### config.mk
export PLATFORM = sky130hd
export DESIGN_NAME = alarm_set_ctrl
export DESIGN_NICKNAME = d
export VERILOG_FILES = /design/src/rtl/alarm_set_ctrl.sv
export SDC_FILE = /design/constraint.sdc
export NUM_CORES = 1
export LEC_CHECK = 0
export CELL_PAD_IN_SITES_DETAIL_PLACEMENT = 1
export CELL_PAD_IN_SITES_GLOBAL_PLACEMENT = 1
export CORE_MARGIN = 8
export CORE_UTILIZATION = 43
export CTS_CLUSTER_SIZE = 14
export DETAILED_ROUTE_END_ITERATION = 7
export PLACE_DENSITY = 0.85
export SYNTH_ARGS = -nofsm -noshare
export SYNTH_HDL_FRONTEND = slang
export SYNTH_SLANG_ARGS = --single-unit
### constraint.sdc
create_clock -name CP -period 3.65 [get_ports CP]
set_input_delay 0.73 -clock CP [delete_from_list [all_inputs] [get_ports CP]]
set_output_delay 0.73 -clock CP [all_outputs]
set_load 0.03 [all_outputs]
### src/rtl/alarm_set_ctrl.sv
// Alarm clock setting controller: mode/increment key FSM that edits the clock and
// alarm times through shadow registers, plus alarm match detection and bell timing.
`timescale 1ns/1ps

module alarm_set_ctrl #(
  parameter logic [7:0] RING_SEC = 8'd60
) (
  input  logic       CP,
  input  logic       nCR,
  input  logic       TICK_1,
  input  logic       KEY_MODE,
  input  logic       KEY_INC,
  input  logic       KEY_STOP,
  input  logic [7:0] TIME_H,
  input  logic [7:0] TIME_M,
  input  logic [7:0] TIME_S,
  output logic [7:0] D_H,
  output logic [7:0] D_M,
  output logic [7:0] D_S,
  output logic       PE_CLK,
  output logic [7:0] ALM_H,
  output logic [7:0] ALM_M,
  output logic [2:0] MODE,
  output logic       ALM_EN,
  output logic       RING
);

  typedef enum logic [2:0] {
    StRun   = 3'd0,
    StClkH  = 3'd1,
    StClkM  = 3'd2,
    StAlmSh = 3'd3,
    StAlmSm = 3'd4
  } state_e;

  state_e     state_q;
  logic [7:0] sh_q, sm_q, alm_h_q, alm_m_q, pe_h_q, pe_m_q, ring_cnt_q;
  logic       pe_clk_q, alm_en_q, ring_q;
  logic [2:0] key_q, key_qq;
  logic       mode_ev, inc_ev, stop_ev, trigger;

  // BCD hour increment, 00..23 with wrap.
  function automatic logic [7:0] inc_hour(input logic [7:0] h);
    if (h >= 8'h23)          return 8'h00;
    else if (h[3:0] >= 4'd9) return {h[7:4] + 4'd1, 4'd0};
    else                     return h + 8'd1;
  endfunction

  // BCD minute increment, 00..59 with wrap.
  function automatic logic [7:0] inc_min(input logic [7:0] m);
    if (m >= 8'h59)          return 8'h00;
    else if (m[3:0] >= 4'd9) return {m[7:4] + 4'd1, 4'd0};
    else                     return m + 8'd1;
  endfunction

  always_ff @(posedge CP or negedge nCR) begin
    if (!nCR) begin
      key_q  <= 3'b000;
      key_qq <= 3'b000;
    end else begin
      key_q  <= {KEY_STOP, KEY_INC, KEY_MODE};
      key_qq <= key_q;
    end
  end

  assign mode_ev = key_q[0] & ~key_qq[0];
  assign inc_ev  = key_q[1] & ~key_qq[1];
  assign stop_ev = key_q[2] & ~key_qq[2];

  always_ff @(posedge CP or negedge nCR) begin
    if (!nCR) begin
      state_q  <= StRun;
      sh_q     <= 8'h00;
      sm_q     <= 8'h00;
      alm_h_q  <= 8'h00;
      alm_m_q  <= 8'h00;
      pe_h_q   <= 8'h00;
      pe_m_q   <= 8'h00;
      pe_clk_q <= 1'b0;
    end else begin
      pe_clk_q <= 1'b0;
      // MODE has priority; a coincident INC is dropped.
      case (state_q)
        StRun: begin
          if (mode_ev) begin
            state_q <= StClkH;
            sh_q    <= TIME_H;
            sm_q    <= TIME_M;
          end
        end
        StClkH: begin
          if (mode_ev)     state_q <= StClkM;
          else if (inc_ev) sh_q    <= inc_hour(sh_q);
        end
        StClkM: begin
          if (mode_ev) begin
            state_q  <= StAlmSh;
            pe_clk_q <= 1'b1;
            pe_h_q   <= sh_q;
            pe_m_q   <= sm_q;
            sh_q     <= alm_h_q;
            sm_q     <= alm_m_q;
          end else if (inc_ev) begin
            sm_q <= inc_min(sm_q);
          end
        end
        StAlmSh: begin
          if (mode_ev)     state_q <= StAlmSm;
          else if (inc_ev) sh_q    <= inc_hour(sh_q);
        end
        StAlmSm: begin
          if (mode_ev) begin
            state_q <= StRun;
            alm_h_q <= sh_q;
            alm_m_q <= sm_q;
          end else if (inc_ev) begin
            sm_q <= inc_min(sm_q);
          end
        end
        default: state_q <= StRun;
      endcase
    end
  end

  assign trigger = TICK_1 & alm_en_q & ~ring_q & (TIME_H == alm_h_q) & (TIME_M == alm_m_q) &
                   (TIME_S == 8'h00);

  always_ff @(posedge CP or negedge nCR) begin
    if (!nCR) begin
      alm_en_q   <= 1'b0;
      ring_q     <= 1'b0;
      ring_cnt_q <= 8'd0;
    end else if (stop_ev) begin
      // STOP silences the bell if ringing, otherwise arms/disarms; it beats a trigger.
      if (ring_q) begin
        ring_q     <= 1'b0;
        ring_cnt_q <= 8'd0;
      end else begin
        alm_en_q <= ~alm_en_q;
      end
    end else if (ring_q) begin
      if (TICK_1) begin
        if (ring_cnt_q <= 8'd1) begin
          ring_q     <= 1'b0;
          ring_cnt_q <= 8'd0;
        end else begin
          ring_cnt_q <= ring_cnt_q - 8'd1;
        end
      end
    end else if (trigger) begin
      ring_q     <= 1'b1;
      ring_cnt_q <= RING_SEC;
    end
  end

  assign PE_CLK = pe_clk_q;
  assign D_H    = pe_clk_q ? pe_h_q : sh_q;
  assign D_M    = pe_clk_q ? pe_m_q : sm_q;
  assign D_S    = 8'h00;
  assign ALM_H  = alm_h_q;
  assign ALM_M  = alm_m_q;
  assign MODE   = state_q;
  assign ALM_EN = alm_en_q;
  assign RING   = ring_q;

endmodule

==> impl_metrics.py <==
metrics = {
    "run_status": {
        "status": "finished clean",
    },
    "timing": {
        "hold_violations": 0,
        "tns_ns": 0,
        "setup_viol_count_final": 0,
        "fmax_mhz": 332,
        "timing.final.crit_share": 0.824,
        "slew_headroom": 0.355,
        "post-route-min-period_ns": 3.01,
        "fin_skew_ns": 0.0124,
        "rsz0062_at_grt": "no",
        "drv_slew": 0,
        "worst_slew_pin_slew_ns": 0.965,
    },
    "worst_setup_path": {
        "critPathArrivalTime_ns": 2.28,
        "reg2reg_depth": 7,
        "r2r_start": "sm_q[0]$_DFFE_PN0P_",
        "cp_slowest_stage_delay_ns": 0.90,
        "slowest_stage": "dfrtp_1",
        "start_kind": "register",
        "end_kind": "output port",
        "critPathKind": "register to output port",
        "r2r_end": "sm_q[2]$_DFFE_PN0P_",
        "cp.required_ns": 2.92,
        "critPathMaxFanout": 26,
        "path_cells": "mux2_2, clkdlybuf4s50_1",
        "r2r_slack_ns": 1.12,
    },
    "finish": {
        "multi_input_area_mm2": 0.00205,
        "seqCellArea_mm2": 0.00170,
        "layout.nets": 507,
        "diodes": 0,
        "syn2layout_area_growth_pct": 24.9,
        "drive_gt1_frac": 0.140,
        "num-fill-cells": 981,
    },
    "power": {
        "irDropWorstVdd_mv": 0.278,
        "power.density_mw_per_mm2": 812,
        "power_mw": 3.95,
        "power_leakage_nw": 2.07,
    },
    "global_route": {
        "antenna_found_initial": 0,
        "grt.total_usage": 0.200,
        "grt_pass1_vias": 3805,
        "grt.overflow.total": 0,
        "grt_max_degree": 28,
        "grt_pass1_wl_um": 20300,
    },
    "logic_synthesis": {
        "yosys-top-cells-count": "68 x dfrtp_1, 48 x nand2_1, 33 x o21ai_0, 31 x mux2_2, 22 x nor2_1",
        "synth_area_leaders": "dfrtp_1 44%, mux2_2 8.9%, nand2_1 4.6%, o21ai_0 4.2%, ha_1 3.8%",
        "synth_flop_cell": "dfrtp_1",
        "ys_types": 57,
        "synth-seq-area-share": 0.436,
        "synth_area_leader_cell": "dfrtp_1",
        "synth_edf_count": 0,
        "yosysMostFrequentCell": "dfrtp_1",
        "synth_area_per_cell_um2": 9.78,
        "ys_seq_elements": 68,
        "netlist_instances": 399,
        "ys_async_sr_fraction": 1.00,
        "syn_area_mm2": 0.00390,
        "synth_top_area_share": 0.436,
        "yosys_warnings": 0,
    },
    "routing": {
        "wire_per_inst_um": 21.1,
        "drtIter0Drc": 154,
        "drc": 0,
        "drtPass1Iterations": 4,
        "wirelength_um": 12200,
        "final_antenna_net_count": 0,
        "vias": 3447,
        "via_per_inst": 5.96,
    },
    "clock_tree": {
        "cts_tree": "yes",
        "clkTransAtPathRegs_ns": 0.08,
        "clock_sinks": 68,
        "clk_latency_ns": 0.35,
        "cts_buffers": 9,
        "post_cts_resized": 0,
        "clk_path_buf_depth": 2,
        "post-cts-setup-buffer-count": 0,
        "cts_hold_buf": 0,
        "htree_levels": 3,
        "root_buffer": "clkbuf_8",
    },
    "floorplanning": {
        "pin_count": 76,
        "die_y_um": 111,
        "start_util": 0.445,
        "die_w_um": 111,
        "die-area_mm2": 0.0124,
        "rows": 34,
        "core_mm2": 0.00876,
    },
    "run": {
        "maxCapViolCount": 0,
    },
    "hold_path": {
        "hold_path_class": "register to register",
        "hold_end": "key_qq[2]$_DFF_PN0_",
        "min_path_cells": 0,
        "min-delay-start": "key_q[2]$_DFF_PN0_",
    },
    "placement": {
        "post-dp-hpwl_um": 8680,
        "place.gp.congestion": 0.805,
        "portBuffers": 67,
    },
}
## layout make-up
class	instances	share of cell area
repair buffers	73	0.146
clock inverters	6	0.0180
well taps	108	0.0277
clock buffers	10	0.0282
multi-input cells	301	0.422
flip-flops and latches	68	0.349
inverters	12	0.00924
## power by group
group / switching [mW] / leakage [nW] / internal [mW]
clock: 0.311 / 0.116 / 0.404
combinational: 1.08 / 1.07 / 0.786
sequential: 0.373 / 0.884 / 1.00
## placed cells by master, fill, tap and decap left out, types with 8 or more instances in the layout
cell             Yosys  final
inv_1               12     12
o31ai_1             10     10
a221oi_1             9      9
conb_1               1      8
xnor2_1             16     16
mux2_2              31     31
nor3_1               8      8
nor2b_1             14     14
nand3_1              9      9
a21oi_1             14     14
clkbuf_8             0     10
nand2_1             48     48
dfrtp_1             68     68
nor2_1              22     22
o21ai_0             33     33
ha_1                12     12
clkdlybuf4s50_1      0     66
## worst max-delay path by stage
stage                          start                   endpoint  slack (ns)  cells after the start
global route        PE_CLK$_DFF_PN0_                     D_H[6]        0.47                      2
detailed placement         TIME_S[2]  ring_cnt_q[7]$_DFFE_PN0P_        0.94                      5
floorplan           PE_CLK$_DFF_PN0_                     D_H[0]        1.35                      3
global placement           TIME_S[2]  ring_cnt_q[7]$_DFFE_PN0P_        1.00                      5
CTS                 PE_CLK$_DFF_PN0_                     D_H[6]        0.55                      2
finish              PE_CLK$_DFF_PN0_                     D_H[7]        0.64                      2
## flip-flops by register name, indices dropped and copies added (netlist names)
name        count
ALM_M           8
sh_q            8
sm_q            8
key_q           3
MODE            3
PE_CLK          1
key_qq          3
pe_h_q          8
ALM_H           8
ALM_EN          1
RING            1
ring_cnt_q      8
pe_m_q          8
## critical path: cells and delay by family, from the launching register on
kind,cells,cell delay (ns)
flops,1,0.90
mux,1,0.42
buf+inv,1,0.59
## logic make-up after synthesis
| kind of cell | count (synthesis) | share of synthesized area |
|---|---|---|
| simple gates | 135 | 0.185 |
| compound gates | 93 | 0.156 |
| flops | 68 | 0.436 |
| buf+inv | 37 | 0.0439 |
| mux | 32 | 0.0920 |
| xor+xnor | 21 | 0.0471 |
| fa+ha+maj | 12 | 0.0385 |
| other cells | 1 | 0.000961 |
## metal layers
| layer | wire length (µm) | up-vias | global-route usage |
|---|---|---|---|
| met5 | 0 | - | 0 |
| met4 | 191 | 0 | 0.0667 |
| met3 | 771 | 16 | 0.0509 |
| met2 | 6170 | 112 | 0.334 |
| met1 | 5090 | 1770 | 0.243 |
| li1 | - | 1549 | - |
## per-stage QoR
stage               hold WS [ns]  instances  instance area, µm²  setup slack, ns   util
global placement           0.376        562                4650             1.00  0.530
global route               0.420        578                4870            0.475  0.556
floorplan                  0.368        406                3930             1.35      -
detailed placement         0.386        562                4650            0.943  0.530
CTS                        0.409        578                4870            0.550  0.556
finish                     0.400        578                4870            0.642  0.556
(Power assumes the default switching activity.)
